==> src/rtl/spram_arbiter.sv <==
// spram_arbiter: shares one pipelined single-port RAM (1-cycle read latency)
// between an instruction-fetch requester (port 0) and a load/store
// requester (port 1).
//
// Handshake: a requester raises pN_valid_i with a stable payload. The
// request is accepted in the same cycle that pN_ready_o is 1. The requester
// may drop valid without being granted. Every accepted access, read or
// write, gets exactly one pN_resp_o pulse in the next cycle. On a read,
// pN_data_o carries the data in that cycle. An access accepted in the cycle
// before a reset gets no response.
module spram_arbiter #(
  parameter int SIZE  = 1024,
  parameter int DATAW = 32,
  parameter int RR_EN = 1,
  parameter int ADDRW = $clog2(SIZE),
  parameter int MASKW = DATAW / 8
) (
  input  logic             clk_i,
  input  logic             rst_i,
  // port 0: instruction fetch
  input  logic             p0_valid_i,
  output logic             p0_ready_o,
  input  logic [ADDRW-1:0] p0_addr_i,
  input  logic [DATAW-1:0] p0_data_i,
  input  logic [MASKW-1:0] p0_mask_i,
  input  logic             p0_we_i,
  output logic             p0_resp_o,
  output logic [DATAW-1:0] p0_data_o,
  // port 1: load/store
  input  logic             p1_valid_i,
  output logic             p1_ready_o,
  input  logic [ADDRW-1:0] p1_addr_i,
  input  logic [DATAW-1:0] p1_data_i,
  input  logic [MASKW-1:0] p1_mask_i,
  input  logic             p1_we_i,
  output logic             p1_resp_o,
  output logic [DATAW-1:0] p1_data_o,
  // RAM side
  output logic [ADDRW-1:0] mem_addr_o,
  output logic [DATAW-1:0] mem_data_o,
  output logic [MASKW-1:0] mem_mask_o,
  output logic             mem_we_o,
  output logic             mem_valid_o,
  input  logic [DATAW-1:0] mem_data_i,
  input  logic             mem_resp_i
);

  // Grant of the current cycle. At most one of these is set.
  logic gnt0;
  logic gnt1;

  // last_grant: port number of the most recently accepted request.
  // owner/inflight form a one-entry scoreboard for the RAM access that is
  // currently in flight.
  logic last_grant_q;
  logic last_grant_d;
  logic owner_q;
  logic owner_d;
  logic inflight_q;
  logic inflight_d;

  // Arbitration: combinational from the valid inputs and last_grant. It is
  // suppressed while reset is asserted, so no access is accepted then.
  always_comb begin
    gnt0 = 1'b0;
    gnt1 = 1'b0;
    if (!rst_i) begin
      if (p0_valid_i && p1_valid_i) begin
        if (RR_EN != 0) begin
          // Contention: the port that was not granted last wins.
          gnt0 = last_grant_q;
          gnt1 = ~last_grant_q;
        end else begin
          gnt0 = 1'b1;
        end
      end else begin
        gnt0 = p0_valid_i;
        gnt1 = p1_valid_i;
      end
    end
  end

  assign p0_ready_o = gnt0;
  assign p1_ready_o = gnt1;

  // RAM request mux: the granted port drives the RAM. When there is no
  // grant, only valid and we are forced low. The other fields follow port 0.
  always_comb begin
    mem_valid_o = gnt0 | gnt1;
    mem_we_o    = 1'b0;
    mem_addr_o  = p0_addr_i;
    mem_data_o  = p0_data_i;
    mem_mask_o  = p0_mask_i;
    if (gnt1) begin
      mem_we_o   = p1_we_i;
      mem_addr_o = p1_addr_i;
      mem_data_o = p1_data_i;
      mem_mask_o = p1_mask_i;
    end else if (gnt0) begin
      mem_we_o = p0_we_i;
    end
  end

  // Scoreboard next state: record who owns the access issued this cycle.
  always_comb begin
    last_grant_d = last_grant_q;
    owner_d      = owner_q;
    inflight_d   = gnt0 | gnt1;
    if (gnt0) begin
      last_grant_d = 1'b0;
      owner_d      = 1'b0;
    end else if (gnt1) begin
      last_grant_d = 1'b1;
      owner_d      = 1'b1;
    end
  end

  // Scoreboard registers. Reset leaves last_grant at port 1 so that port 0
  // wins the first contention after reset.
  always_ff @(posedge clk_i) begin
    if (rst_i) begin
      last_grant_q <= 1'b1;
      owner_q      <= 1'b0;
      inflight_q   <= 1'b0;
    end else begin
      last_grant_q <= last_grant_d;
      owner_q      <= owner_d;
      inflight_q   <= inflight_d;
    end
  end

  // Response routing. A RAM response is forwarded only when an access is
  // in flight. It is dropped while reset is asserted, so an access accepted
  // just before a reset never completes.
  assign p0_resp_o = mem_resp_i & inflight_q & ~owner_q & ~rst_i;
  assign p1_resp_o = mem_resp_i & inflight_q &  owner_q & ~rst_i;
  assign p0_data_o = mem_data_i;
  assign p1_data_o = mem_data_i;

endmodule
==> config.mk <==
export PLATFORM = sky130hd
export DESIGN_NAME = spram_arbiter
export DESIGN_NICKNAME = d
export VERILOG_FILES = /design/src/rtl/spram_arbiter.sv
export SDC_FILE = /design/constraint.sdc
export NUM_CORES = 1
export LEC_CHECK = 0
export ABC_AREA = 0
export CAP_MARGIN = 10
export CELL_PAD_IN_SITES_DETAIL_PLACEMENT = 2
export CELL_PAD_IN_SITES_GLOBAL_PLACEMENT = 2
export CORE_ASPECT_RATIO = 0.8
export CORE_MARGIN = 1.5
export CORE_UTILIZATION = 10
export CTS_BUF_LIST = sky130_fd_sc_hd__clkbuf_2 sky130_fd_sc_hd__clkbuf_4 sky130_fd_sc_hd__clkbuf_8
export CTS_CLUSTER_DIAMETER = 120
export DETAILED_ROUTE_END_ITERATION = 7
export PLACE_DENSITY = 0.95
export SYNTH_ARGS = -nofsm -noshare
export SYNTH_HDL_FRONTEND = slang
export SYNTH_SLANG_ARGS = --single-unit
==> constraint.sdc <==
create_clock -name clk_i -period 3.1 [get_ports clk_i]
set_input_delay 0.775 -clock clk_i [delete_from_list [all_inputs] [get_ports clk_i]]
set_output_delay 0.775 -clock clk_i [all_outputs]
set_load 0.02 [all_outputs]
# Word level (Yosys, flattened, before mapping)
# Index checks and enable logic that the tools add are counted.
# Widths: inputs -> output; s select.
dict set report word_totals {
  ff_bits 3
  inputBits 131
  elab_cells 26
}
dict set report classes {
  n_mux 11
  n_bitwise 9
  n_reduce_logical 3
}
# operator n
set ops {}
lappend ops {{$mux 32} 1}
lappend ops {{$mux 10} 1}
lappend ops {{$mux 1} 8}
lappend ops {{$and 1x1->1} 5}
lappend ops {{$mux 4} 1}
lappend ops {{$not 1->1} 3}
lappend ops {{$reduce_bool 2->1} 1}
lappend ops {{$reduce_or 2->1} 1}
lappend ops {{$logic_and 1x1->1} 1}
lappend ops {{$or 1x1->1} 1}

# Depth between registers and ports, before layout
# Gate-level depths: netlist (run 1).
dict set report logic_depth {
  depth_word 5
  ltp_mapped 5
  ltp_nobuf 3
}

# Least setup slack after synthesis (run 1)
# Ideal clock, no wire load.
dict set report synth_timing {
  path_kind {input port to output port}
  startpoint {input p1_valid_i}
  endpoint {output mem_addr_o[0]}
  t_arrival_ns 1.727
  t_required_ns 2.325
  path_slack_ns 0.598
  stages 5
  path_buffers 2
  cell_sequence {a21bo_4 > nor2_4 > buf_8 > buf_12 > mux2_4}
}
dict set report synth_via {
  elab_chain_cells 4
}
# item line
set synth_rtl {}
lappend synth_rtl {{from (decl)} 30} ;# input logic p1_valid_i,
lappend synth_rtl {{$logic_and 1x1->1} 68} ;# if (p0_valid_i && p1_valid_i) begin
lappend synth_rtl {{$mux 1 (*)} 68}
lappend synth_rtl {{$mux 1 (*)} 67} ;# if (!rst_i) begin
lappend synth_rtl {{via p1_ready_o} 31} ;# output logic p1_ready_o,
lappend synth_rtl {{$mux 10 (*)} 94} ;# if (gnt1) begin
lappend synth_rtl {{to (decl)} 39} ;# output logic [ADDRW-1:0] mem_addr_o,
# The timed path passes the listed nets; every way through them passes the cells marked *.

# Worst setup path after layout (run 1)
dict set report layout_timing {
  startpoint {input p1_valid_i}
  endpoint {output mem_addr_o[1]}
}
dict set report layout_via {
  elab_chain_cells 4
}
# item line
set layout_rtl {}
lappend layout_rtl {{$logic_and 1x1->1} 68}
lappend layout_rtl {{$mux 1 (*)} 68}
lappend layout_rtl {{$mux 1 (*)} 67}
lappend layout_rtl {{$mux 10 (*)} 94}
# Mark *: on every way between the ends. The rest lies on a longest branch, timed or not.

==> run metrics, run 1 <==
FF+latch count, synth 3; Detailed Place HPWL 4830 µm; chip height 108 µm; post-synth top area share 35.7%; Place WS -0.559 ns; post-route ant nets 0; ANT cells 0; setup TNS 0 ns; Final setup violation count 0; register clock-pin slew on the reported worst setup and hold paths 0.03 ns; full die area 14400 µm²; Non-Filler Instances 408; Worst EP required 2.32 ns; Starting Density 10.4%; VDD IR-drop max 98.1 µV; vias in the first global route 1531; Core Region 13100 µm²; largest net degree at the start of global routing 11; Final Cell Area 2590 µm²; placed instance count 398; Longest Clk Path Bufs 2; initial antenna violation count 0; Placed Area 2570 µm²; data arrival time of the critical path 2.24 ns; TritonCTS buffer count 3; Net Count, Synth 269; Pwr per Cell Area 215 nW/µm²; outcome finished clean; fin crit share 97.4%; count of different cell masters after synthesis 18; DRC Markers 0; hold path depth 2; total grt overflow 0; vias per cell 3.23; reg2reg path depth 2; P_leak 1.08 nW; Hold Path Class register to register; top post-synthesis cells by area buf_4 (36%), mux2_4 (32%), mux2_2 (14%); H-tree Lvls 1; crit path capture type primary output; number of port buffers 150; Rel. slew slack 83.1%; Vias 1318; synthesized instance count 138; multi-input logic area 738 µm²; drt wl/cell 14.6 µm; Worst-Margin Slew 0.252 ns; Top Ports 247; Synth area leader buf_4; Final min period 3.02 ns; CTS tree built; post-synthesis sequential area ratio 4.40%; FILL cells 1480; Die W 134 µm; FF+latch area 60.1 µm²; Post-Syn Area per Cell 9.90 µm²; Clock Skew 0.00212 ns; Final Hold Viols 0; Root Driver clkbuf_8; Placer Congestion 0.672; Tot Pwr 556 µW; fraction of layout cells with a size suffix above 1 42.5%; first-pass GRT wire length 8700 µm; RSZ-0062 raised after global routing no; Final nets 365; post-synthesis cell area 1370 µm²; number of cell rows 37; CP Class primary input to primary output; fin worst setup slack 0.0805 ns; max-cap viol count 0; Pins Over Slew Limit 0; latest clock arrival within the worst-skew pair 0.22 ns; drt total wl 5950 µm; Tot GR Track Use 7.93%; clock sinks 3; Startpoint Class primary input; synth warn 0; Worst Path Max Fanout 9; Area growth syn-to-layout 89.5%; DRT Pass-1 Iters 4; number of DRC markers in iteration 0 10; fmax 331 MHz
## registers in the layout (all words and copies together) (netlist names)
| name | cells |
|---|---|
| owner_q | 1 |
| inflight_q | 1 |
| last_grant_q | 1 |
## metrics by stage
step	hold WS, ns	utilization [%]
floorplan	0.458	-
global placement	0.473	19.6
detailed placement	0.488	19.6
CTS	0.492	20.3
global route	0.515	19.8
finish	0.491	19.8
## layout by cell type, fill, tap and decap left out
master           count
nor2_1               4
buf_16               2
nor3_1               1
nor2_4               1
o21ai_0              1
clkbuf_2             4
nor3b_1              1
dfxtp_1              3
mux2_2              17
buf_12               3
nand2b_1             2
buf_2               24
buf_4                8
or2b_1               1
nand2_1              3
clkdlybuf4s15_1      5
nand3_1              2
dlymetal6s2s_1       2
buf_8                1
clkbuf_8             3
a21oi_1              2
a21bo_4              1
buf_6                5
dlygate4sd2_1        8
clkdlybuf4s50_1     99
clkbuf_4             1
mux2_4              29
## logic make-up after synthesis
kind of cell | synth area share (%)
buffers and inverters | 41.6
multiplexers | 45.9
AND/OR/NAND/NOR | 5.86
AO/OA/AOI/OAI | 2.29
flip-flops | 4.40
## synth_stat cells, drive strengths merged
cell type   n
buf        70
nand3       2
nor3        1
mux2       46
a21bo       1
nor3b       1
nand2b      2
nand2       3
dfxtp       3
or2b        1
o21ai       1
nor2        5
a21oi       2
## layer usage
metal | share of wire (%) | vias up | track usage [%]
met2 | 50 | 138 | 14.9
met4 | 0.25 | 0 | 0.932
met1 | 36 | 589 | 7.96
met5 | 0 | - | 0
li1 | - | 588 | -
met3 | 14 | 3 | 4.24
## area by class of cell
class,instances,share of cell area [%]
Clock buffer,4,1.88
Multi-Input combinational cell,65,28.5
Sequential cell,3,2.32
Tap cell,175,8.46
Timing Repair Buffer,161,58.8
## timing repair
action,4_1_cts,5_1_grt
gates resized for setup,141,37
buffers inserted,4,1
hold buffers,0,0
cloned,3,0
pin swaps,1,2
endpoints found under the setup margin,49,44
## worst max-delay path, stage by stage
cell,delay (ns)
clkdlybuf4s15_1,0.20
a21bo_4,0.25
nor2_4,0.16
buf_12,0.14
buf_4,0.12
buf_16,0.14
mux2_4,0.31
clkbuf_2,0.15
## path summary, 6_finish.rpt
path	from	end	slack [ns]
setup reg to reg	last_grant_q$_SDFFE_PP1P_	owner_q$_SDFFE_PP0N_	2.36
setup / recovery	p1_valid_i	mem_addr_o[1]	0.08
hold / removal	owner_q$_SDFFE_PP0N_	owner_q$_SDFFE_PP0N_	0.49
hold reg to reg	owner_q$_SDFFE_PP0N_	owner_q$_SDFFE_PP0N_	0.49
## power by group
part           switching (mW)  total, mW  internal, mW
Sequential            0.00210     0.0437        0.0416
Clock                  0.0291      0.126        0.0967
Combinational           0.149      0.387         0.237
No activity file was read; power rests on OpenSTA's default activity.
==> inputs of run 2 (changes only) <==
--- a/config.mk
+++ b/config.mk
@@ -15,7 +15,9 @@
 export CTS_BUF_LIST = sky130_fd_sc_hd__clkbuf_2 sky130_fd_sc_hd__clkbuf_4 sky130_fd_sc_hd__clkbuf_8
 export CTS_CLUSTER_DIAMETER = 120
 export DETAILED_ROUTE_END_ITERATION = 7
+export GPL_TIMING_DRIVEN = 0
 export PLACE_DENSITY = 0.95
+export REMOVE_ABC_BUFFERS = 1
 export SYNTH_ARGS = -nofsm -noshare
 export SYNTH_HDL_FRONTEND = slang
 export SYNTH_SLANG_ARGS = --single-unit
==> run metrics, run 2 (synthesis gave the netlist of run 1 again) <==
Final Hold Viols 0; crit path capture type primary output; Starting Density 10.4%; fraction of layout cells with a size suffix above 1 43.4%; fmax 328 MHz; Core Region 13100 µm²; number of port buffers 150; Hold Path Class register to register; Final Cell Area 2550 µm²; DRC Markers 0; number of cell rows 37; CP peak stage delay 0.33 ns; Final min period 3.05 ns; total grt overflow 0; P_leak 1.06 nW; Longest Clk Path Bufs 2; initial antenna violation count 0; Startpoint Class primary input; H-tree Lvls 1; VDD IR-drop max 76.7 µV; Root Driver clkbuf_8; multi-input logic area 749 µm²; Die W 134 µm; CTS Hold Bufs 0; Worst Path Max Fanout 5; Area growth syn-to-layout 86.8%; Pins Over Slew Limit 0; Tot Pwr 553 µW; WHS 0.517 ns; Worst-Margin Slew 0.315 ns; data arrival time of the critical path 2.27 ns; outcome finished clean; number of DRC markers in iteration 0 29; full die area 14400 µm²; latest clock arrival within the worst-skew pair 0.22 ns; CP cell instances clkdlybuf4s15_2 -> a21bo_4 -> buf_12 -> nor2_4 -> buf_4 -> mux2_4 -> dlygate4sd2_1; vias per cell 3.45; Worst EP required 2.32 ns; max-cap viol count 0; post-route ant nets 0; Tot GR Track Use 11.3%; drt wl/cell 21.5 µm; most common cell after layout, fill and taps aside clkdlybuf4s50_1; most frequent cells in the layout clkdlybuf4s50_1 (100), buf_2 (30), mux2_4 (29); Critical Path Slowest Stage Cell dlygate4sd2_1; biggest regs inflight_q x1, last_grant_q x1, owner_q x1; register clock-pin slew on the reported worst setup and hold paths 0.03 ns; Placer Congestion 0.703; ANT cells 0; chip height 108 µm; final core occ 19.5%; FILL cells 1487; fin crit share 98.4%; RSZ-0062 raised after global routing no; Pwr per Cell Area 217 nW/µm²; Placed Area 2540 µm²; Clock Skew 0.00246 ns; CP Class primary input to primary output; Final nets 367; Final setup violation count 0; drt total wl 8820 µm; Vias 1416; Detailed Place HPWL 7090 µm; clock sinks 3; vias in the first global route 1653; internal reg-to-reg setup slack 2.31 ns; Rel. slew slack 79.0%; DRT Pass-1 Iters 3; first-pass GRT wire length 11600 µm; FF+latch area 60.1 µm²; CTS tree built; setup TNS 0 ns; TritonCTS buffer count 3; largest net degree at the start of global routing 14; Top Ports 247
run 2: path summary, 6_finish.rpt:
path,startpoint,end,depth (start not counted)
worst max-delay path,p1_valid_i,mem_addr_o[4],7
worst min-delay path,owner_q$_SDFFE_PP0N_,owner_q$_SDFFE_PP0N_,2
worst max register to register,last_grant_q$_SDFFE_PP1P_,owner_q$_SDFFE_PP0N_,2
worst min register to register,owner_q$_SDFFE_PP0N_,owner_q$_SDFFE_PP0N_,2
run 2: area by class of cell:
class	instances	share of cell area, %
tap	175	8.58
timing repair buffer	162	57.8
multi-input combinational	66	29.4
clock buffer	4	1.91
sequential	3	2.35
run 2: routing by layer:
layer	vias up	GRT usage (%)	routed length [µm]
met3	4	7.63	1220
met5	-	6.67	64
li1	594	-	-
met2	134	18.4	4310
met4	2	1.55	28
met1	682	12.1	3190
run 2: timing repair:
item / in CTS / in global routing
cloned: 3 / 0
buffers inserted: 7 / 3
endpoints found under the setup margin: 48 / 34
pin swaps: 3 / 2
resized for setup: 149 / 18
run 2: stage by stage:
| step | std cells | setup WS, ns |
|---|---|---|
| global route | 410 | 0.00354 |
| global placement | 393 | -1.50 |
| CTS | 408 | -0.118 |
| finish | 410 | 0.0500 |
| floorplan | 68 | -0.171 |
| detailed placement | 394 | -1.12 |
run 2: critical path, delay by kind of cell:
family,cells,cell delay (ns)
compound gates,1,0.26
mux,1,0.31
simple gates,1,0.10
buf+inv,4,0.82
run 2: report_power, final:
| group | internal, mW | switching [mW] |
|---|---|---|
| Clock | 0.0968 | 0.0296 |
| Combinational | 0.231 | 0.152 |
| Sequential | 0.0416 | 0.00208 |
==> inputs of run 3 (changes only) <==
--- a/config.mk
+++ b/config.mk
@@ -14,6 +14,7 @@
 export CORE_UTILIZATION = 10
 export CTS_BUF_LIST = sky130_fd_sc_hd__clkbuf_2 sky130_fd_sc_hd__clkbuf_4 sky130_fd_sc_hd__clkbuf_8
 export CTS_CLUSTER_DIAMETER = 120
+export CTS_CLUSTER_SIZE = 14
 export DETAILED_ROUTE_END_ITERATION = 7
 export GPL_TIMING_DRIVEN = 0
 export PLACE_DENSITY = 0.95
==> constraint.sdc (replaced) <==
create_clock -name clk_i -period 3.5 [get_ports clk_i]
set_input_delay 0.875 -clock clk_i [delete_from_list [all_inputs] [get_ports clk_i]]
set_output_delay 0.875 -clock clk_i [all_outputs]
set_load 0.02 [all_outputs]
==> run metrics, run 3 (synthesis gave the netlist of run 1 again) <==
first-pass GRT wire length 11500 µm; H-tree Lvls 1; VDD IR-drop max 66.6 µV; Rel. slew slack 64.2%; P_int 334 µW; CP Class primary input to primary output; most common cell after layout, fill and taps aside clkdlybuf4s50_1; Pins Over Slew Limit 0; Worst Path Max Fanout 12; biggest regs inflight_q x1, last_grant_q x1, owner_q x1; Worst EP required 2.62 ns; full die area 14400 µm²; P_leak 1.11 nW; Starting Density 10.4%; TritonCTS buffer count 3; RSZ-0062 raised after global routing yes; fmax 290 MHz; Die W 134 µm; max-cap viol count 0; total grt overflow 0; combinational share of power 69.7%; largest net degree at the start of global routing 14; drt total wl 8630 µm; outcome finished clean; number of cell rows 37; data arrival time of the critical path 2.57 ns; Top Ports 247; Sw Ratio 32.3%; Area growth syn-to-layout 94.6%; initial antenna violation count 0; chip height 108 µm; most frequent cells in the layout clkdlybuf4s50_1 (102), dlygate4sd2_1 (30), mux2_4 (29); Longest Clk Path Bufs 2; clock sinks 3; Core Region 13100 µm²; hold path depth 2; P_sw 159 µW; Clk pwr share 22.5%; vias per cell 3.41; Final min period 3.44 ns; post-route ant nets 0; Pwr per Cell Area 185 nW/µm²; fraction of layout cells with a size suffix above 1 32.0%; CTS Hold Bufs 0; Startpoint Class primary input; CTS tree built; Tot GR Track Use 11.1%; drt wl/cell 21.2 µm; Hold Path Class register to register; register clock-pin slew on the reported worst setup and hold paths 0.03 ns; Vias 1383; latest clock arrival within the worst-skew pair 0.22 ns; reg2reg path depth 2; Final setup violation count 0; DRT Pass-1 Iters 4; Final Hold Viols 0; Placed Area 2540 µm²; Tot Pwr 493 µW; vias in the first global route 1639; ANT cells 0; number of DRC markers in iteration 0 30; fin crit share 98.4%; number of port buffers 150; Sequential Power Share 7.8%; Placer Congestion 0.703; DRC Markers 0; crit path capture type primary output; Worst-Margin Slew 0.537 ns; Clock Skew 0.000971 ns; Detailed Place HPWL 7090 µm; Root Driver clkbuf_8; setup TNS 0 ns; Final Cell Area 2660 µm²; Final nets 363
## run 3: metrics by stage
step / utilization [%] / hold WS [ns] / cells / setup WS (ns)
floorplan: - / 0.452 / 68 / 0.0288
global placement: 19.2 / 0.473 / 393 / -1.30
global route: 20.3 / 0.544 / 406 / -0.0412
detailed placement: 19.4 / 0.512 / 394 / -0.925
finish: 20.3 / 0.520 / 406 / 0.0557
CTS: 20.3 / 0.520 / 406 / -0.0385
## run 3: power by group through the flow
stage,combinational [mW],clock (mW),sequential (mW)
2_1_floorplan,0.143,0,0.0385
3_3_place_gp,0.346,0,0.0387
3_5_place_dp,0.358,0,0.0391
4_1_cts,0.352,0.114,0.0387
5_1_grt,0.364,0.118,0.0390
6_report,0.344,0.111,0.0387
## run 3: critical path, cell delays in order
cell and delay, ns:
dlygate4sd2_1 0.31, a21bo_4 0.27, nor2_4 0.15, bufbuf_16 0.33
mux2_4 0.31, dlygate4sd2_1 0.32
## run 3: layout make-up
type,count,area (µm²)
flip-flops and latches,3,60.1
fillers,1490,10400
multi-input cells,66,749
repair buffers,158,1580
well taps,175,219
clock buffers,4,48.8
## run 3: repair_timing
item                       in CTS  in global routing
resized for setup              69                  7
setup endpoints to repair      47                 28
pin swaps                       2                  2
cloned                          2                  0
buffers inserted                6                  0
## run 3: final timing paths
check                                       endpoint  slack, ns                 startpoint
worst max-delay path                  mem_data_o[16]       0.06                 p0_valid_i
worst min-delay path            owner_q$_SDFFE_PP0N_       0.52       owner_q$_SDFFE_PP0N_
worst max register to register  owner_q$_SDFFE_PP0N_       2.70  last_grant_q$_SDFFE_PP1P_
worst min register to register  owner_q$_SDFFE_PP0N_       0.52       owner_q$_SDFFE_PP0N_
## run 3: layer usage
layer	vias up	track usage [%]	part of all wire (%)
li1	585	-	-
met1	661	12.1	37
met2	131	17.6	48
met3	4	7.63	14
met4	2	1.55	0.30
met5	-	6.67	0.74
==> RTL change 1 (config.mk and constraints of run 1) <==
Change the parameter `RR_EN` from 1 to 0.
--- a/src/rtl/spram_arbiter.sv
+++ b/src/rtl/spram_arbiter.sv
@@ -12,5 +12,5 @@
   parameter int SIZE  = 1024,
   parameter int DATAW = 32,
-  parameter int RR_EN = 1,
+  parameter int RR_EN = 0,
   parameter int ADDRW = $clog2(SIZE),
   parameter int MASKW = DATAW / 8
Behaviour: not the same (a bounded check fails within 4 cycles, from zero or initial values and one cycle with rst_i high).
==> RTL change 1 against run 1 <==
Worst setup slack worse by 20 ps; total power fell by 8.8%; wire length up 11%; die area shrank 3.7%; clock power down 19%; core utilization increased by 1.4 points; clock skew is 2.1 ps lower; global-route usage up 1.0 points; design area grew 4.7%; sequential share of layout area is 0.84 points lower; area after synthesis decreased by 3.8%; sequential cell count down 1; critical path type unchanged; highest routed layer unchanged.
==> RTL change 1: results (changes against run 1) <==
[run_status]
status=finished, final reports clean

[min_path]
hold_path.class=reg -> reg
min-delay-start=owner_q
holdPathEnd=owner_q
min_path_cells=2  ; unchanged

[setup_path]
cp_max_fo=8  ; -1
r2r-end=owner_q
r2r_slack_ps=2480  ; +120 ps
cp.arrival_ps=2260  ; +20 ps
critPathMaxStageDelay_ps=350  ; +40 ps
cp_slowest_cell=mux2_2
r2r_cells=2  ; unchanged
timing.rr.start=owner_q

[routing]
dr_total_vias=1306  ; -0.91%
routed_wl_um=6610  ; +11%
drtIter0Drc=19  ; +9
dr.pass1.iters=4  ; unchanged

[cells_and_area]
reg_top3=inflight_q: 1 flops, owner_q: 1 flops
final_net_count=365  ; unchanged
fill_cells=1460  ; -1.4%
antenna_cells=0  ; unchanged
drive_above_1_share_pct=47.8  ; +5.4 points

[synth]
synth_area_leaders=buf_4 37%, mux2_4 33%, mux2_2 15%, buf_12 4.6%, dfxtp_1 3.0%
yosysMostFrequentCell=buf_4
ys_top_cells_by_count=65 x buf_4, 29 x mux2_4, 17 x mux2_2, 4 x nor2_1, 3 x buf_12
synthArstFlopShare_pct=0  ; unchanged
synth_ff_type=dfxtp_1
yosys.cell_types.count=14  ; -4
yosysSeqAreaShare_pct=3.04  ; -1.4 points
syn-num-nets=262  ; -2.6%
yosysWarnings=0  ; unchanged

[timing]
finalClockSkew_ps=0  ; -2.12 ps
fin_ws_ps=60.6  ; -19.9 ps
worstMarginPinSlew_ps=258  ; +5.90 ps
timing.hold.ws_ps=528  ; +37.2 ps

[place]
dp_worst_setup_slack_ps=-428  ; +130 ps
io_buffers=150  ; unchanged
dpl.hpwl_um=5750  ; +19%
routabilityCongestion=0.846  ; +26%

[power]
leakagePower_nw=1.07  ; -1.2%
report.power.total_uw=507  ; -8.8%
power_switching_uw=160  ; -11%
peakVddDrop_mv=0.0687  ; -30%

[clocking]
cts.clk_slew.worst_paths_ps=30  ; about the same
h-tree-depth=1  ; unchanged
root_buffer=clkbuf_8
clk_latency_ps=210
cts_max_path_buffers=2  ; unchanged
numCtsBuffers=3  ; unchanged

[global_route]
grt_pass1_vias=1471  ; -3.9%
antenna_found_initial=0  ; unchanged
use_met2_pct=16.3  ; +1.4 points
grt_max_degree=9  ; -2
grt_use_total_pct=8.97  ; +1.0 points
use_met3_pct=4.33  ; +0.092 points
grt.met1_usage_pct=9.64  ; +1.7 points
grt_pass1_wl_um=9380  ; +7.9%

RTL change 1: cell types whose count changed in the layout (fill, tap and decap cells not counted), sizes merged, moves of 2 or more:
cell,run 1,this run
clkdlybuf4s15,5,40
buf,43,24
clkbuf,8,3
dlygate4sd2,8,4
dlymetal6s2s,2,0
nand2b,2,0
nand3,2,0
RTL change 1: power by group through the flow:
stage                     Clock [mW]  Sequential (mW)  Combinational, mW
after detailed placement           0           0.0285              0.391
after floorplan                    0           0.0282              0.273
after global placement             0           0.0284              0.383
after CTS                      0.106           0.0282              0.383
final                          0.102           0.0282              0.377
after global routing           0.109           0.0284              0.398
RTL change 1: per-layer routing:
metal,part of all wire (%),wire (um),up-vias
li1,-,-,580
met1,38,2500,601
met3,10,686,2
met4,0.18,12,0
met5,0,0,-
met2,52,3410,123
RTL change 1: how the worst max path moves through the flow:
stage	startpoint	to	depth (start not counted)
after floorplan	rst_i	mem_addr_o[0]	5
after global placement	rst_i	mem_data_o[5]	6
after detailed placement	rst_i	mem_mask_o[0]	6
after CTS	p0_valid_i	mem_mask_o[3]	6
after global routing	rst_i	mem_mask_o[3]	7
final	rst_i	mem_data_o[1]	7
RTL change 1: per-stage QoR:
| stage | utilization [%] | cells | instance area (sq um) |
|---|---|---|---|
| finish | 21.1 | 407 | 2710 |
| global route | 21.1 | 407 | 2710 |
| CTS | 21.2 | 406 | 2720 |
| detailed placement | 20.2 | 400 | 2590 |
| global placement | 20.2 | 400 | 2590 |
| floorplan | - | 131 | 1320 |
RTL change 1: worst max-delay path: cells and delay by family:
family	cells	cell delay [ps]
multiplexers	1	350
buffers and inverters	5	920
AND/OR/NAND/NOR	1	210
RTL change 1: kinds of logic after synthesis:
| kind of cell | after synthesis | synth area share (%) |
|---|---|---|
| DFF | 2 | 3.04 |
| muxes | 46 | 47.7 |
| buffers and inverters | 70 | 43.4 |
| AOI/OAI and AO/OA | 1 | 0.380 |
| and+or+nand+nor | 12 | 5.52 |
RTL change 1: area by class of cell:
class / count / area [sq um] / share of cell area [%]
Clock buffer: 3 / 41.3 / 1.52
Multi-Input combinational cell: 59 / 708 / 26.1
Sequential cell: 2 / 40.0 / 1.48
Tap cell: 175 / 219 / 8.08
Timing Repair Buffer: 168 / 1700 / 62.8
RTL change 1: what timing repair did:
action                     in CTS  in global routing
cloned                          1                  0
pin swaps                       1                  1
resized for setup             148                  2
hold endpoints to repair        0                  0
setup endpoints to repair      48                 38
buffers inserted                2                  1
==> RTL change 2 (flow settings as in run 1) <==
Made on the original files. Make the reset (`rst_i`) asynchronous in one clocked block.
--- a/src/rtl/spram_arbiter.sv
+++ b/src/rtl/spram_arbiter.sv
@@ -118,5 +118,5 @@
   // Scoreboard registers. Reset leaves last_grant at port 1 so that port 0
   // wins the first contention after reset.
-  always_ff @(posedge clk_i) begin
+  always_ff @(posedge clk_i or posedge rst_i) begin
     if (rst_i) begin
       last_grant_q <= 1'b1;
Formal check against the unedited RTL: same outputs for any inputs over 10 cycles, from zero or initial values and one cycle with rst_i high; that may be too few to reach the edited logic, so the function may still have changed.
==> RTL change 2 against run 1 <==
Clock skew decreased by 1.0 ps; first-iteration DRC count increased to 4.2 times the old value; area after synthesis decreased by 6.0%; design area decreased by 2.3%; worst setup slack got worse by 52 ps; sequential cell count unchanged; wire length increased by 14%; combinational power increased by 9.3%; worst hold slack improved by 3.9 ps; total power increased by 7.9%; register-to-register slack got worse by 600 ps; critical path type unchanged.
==> RTL change 2: results (changes against run 1) <==
[global_route]
use_met3_pct=2.01  ; -2.2 points
grt_use_total_pct=9.56  ; +1.6 points
grt_pass1_vias=1483  ; -3.1%
grt.met1_usage_pct=12.2  ; +4.2 points
grt_max_degree=22  ; +11
grt_pass1_wl_um=9620  ; +11%

[synth]
syn-num-nets=268  ; -0.37%
muxShareOfSynthArea_pct=45.6  ; -0.27 points
synthArstFlopShare_pct=100  ; +100 points
synthAdderAreaFrac_pct=0  ; unchanged
yosys.cell_types.count=19  ; +1
synth_compound_area_share_pct=1.27  ; -1.0 points
synth_ff_type=dfrtp_1
yosysSeqAreaShare_pct=5.95  ; +1.5 points
syn_area_per_cell_sq_um=9.37  ; -5.4%
synth_area_leaders=buf_4 37%, mux2_2 25%, mux2_4 21%, dfrtp_1 3.9%, buf_6 2.6%
ys_top_cells_by_count=64 x buf_4, 28 x mux2_2, 18 x mux2_4, 4 x nand2_1, 3 x buf_6

[min_path]
min-delay-start=owner_q

[timing]
finalClockSkew_ps=1.10  ; -1.03 ps

[run_status]
status=finished, final reports clean

[setup_path]
timing.rr.start=last_grant_q
crit_start=p0_valid_i
cp_max_fo=6  ; -3
cp_slowest_cell=clkdlybuf4s50_1
critPathMaxStageDelay_ps=510  ; +200 ps

[place]
placed_area_sq_um=2550  ; -0.63%
routabilityCongestion=0.832  ; +24%
dpl.hpwl_um=5660  ; +17%

[power]
leakagePower_nw=1.13  ; +3.9%

[cells_and_area]
final_net_count=371  ; +1.6%
drive_above_1_share_pct=49.0  ; +6.5 points

[routing]
dr_total_vias=1284  ; -2.6%
routed_wl_um=6750  ; +14%
drtIter0Drc=42  ; +32
wl_per_cell_um=16.5  ; +13%

## RTL change 2: changes by cell type in the layout (fill, tap and decap cells not counted), moves of 2 or more
cell,before,now
buf_2,24,36
buf_4,8,12
buf_6,5,0
clkbuf_2,4,8
clkdlybuf4s15_1,5,0
clkdlybuf4s15_2,0,2
dfrtp_1,0,2
dfxtp_1,3,0
dlygate4sd2_1,8,3
mux2_2,17,27
mux2_4,29,19
nor2_1,4,2
## RTL change 2: power by group
part	internal, mW	total [mW]	switching [mW]	leakage, nW
sequential	0.0470	0.0526	0.00557	0.0347
clock	0.0965	0.124	0.0272	0.0262
combinational	0.247	0.423	0.176	1.07
total	0.391	0.600	0.209	1.13
## RTL change 2: path summary, 6_finish.rpt
check                      slack (ps)  cells past startpoint            end
min in group asynchronous         930                      3     inflight_q
setup reg to reg                 1760                      5        owner_q
setup / recovery                   30                      6  mem_mask_o[1]
hold reg to reg                   490                      2        owner_q
hold / removal                    490                      2        owner_q
max in group asynchronous        1970                      3   last_grant_q
## RTL change 2: final cells by class
cell class / instances / area, sq um / share of cell area, %
multi-input combinational: 63 / 689 / 27.3
sequential: 3 / 76.3 / 3.02
timing repair buffer: 167 / 1490 / 59.0
clock buffer: 4 / 48.8 / 1.93
tap: 171 / 214 / 8.46
inverter: 2 / 7.51 / 0.297
## RTL change 2: logic make-up after synthesis
kind of cell           Yosys count
buffers and inverters           71
multiplexers                    46
AND/OR/NAND/NOR                 14
AO/OA/AOI/OAI                    3
flip-flops                       3
## RTL change 2: tightest hold or removal path: stages (launching register included)
cell	delay [ps]
dfrtp_1	350
nand2_1	60
nand2_1	50
## RTL change 2: routing by layer
metal | wire length [um] | share of wire, %
met3 | 369 | 5.5
met5 | 0 | 0
met1 | 2890 | 43
met2 | 3430 | 51
met4 | 67 | 0.99
## RTL change 2: repair_timing
action                                 in CTS  in global routing
setup endpoints to repair                  49                 29
resized for setup                         157                 25
gates cloned                                2                  0
setup buffers                               2                  6
hold buffers                                0                  0
pin swaps                                   1                  0
endpoints found under the hold margin       0                  0
## RTL change 2: stage by stage
| stage | power (mW) | utilization, % |
|---|---|---|
| 2_1_floorplan | 0.355 | - |
| 3_3_place_gp | 0.486 | 20.7 |
| 3_5_place_dp | 0.498 | 20.7 |
| 4_1_cts | 0.617 | 21.2 |
| 5_1_grt | 0.630 | 20.5 |
| 6_report | 0.600 | 20.5 |
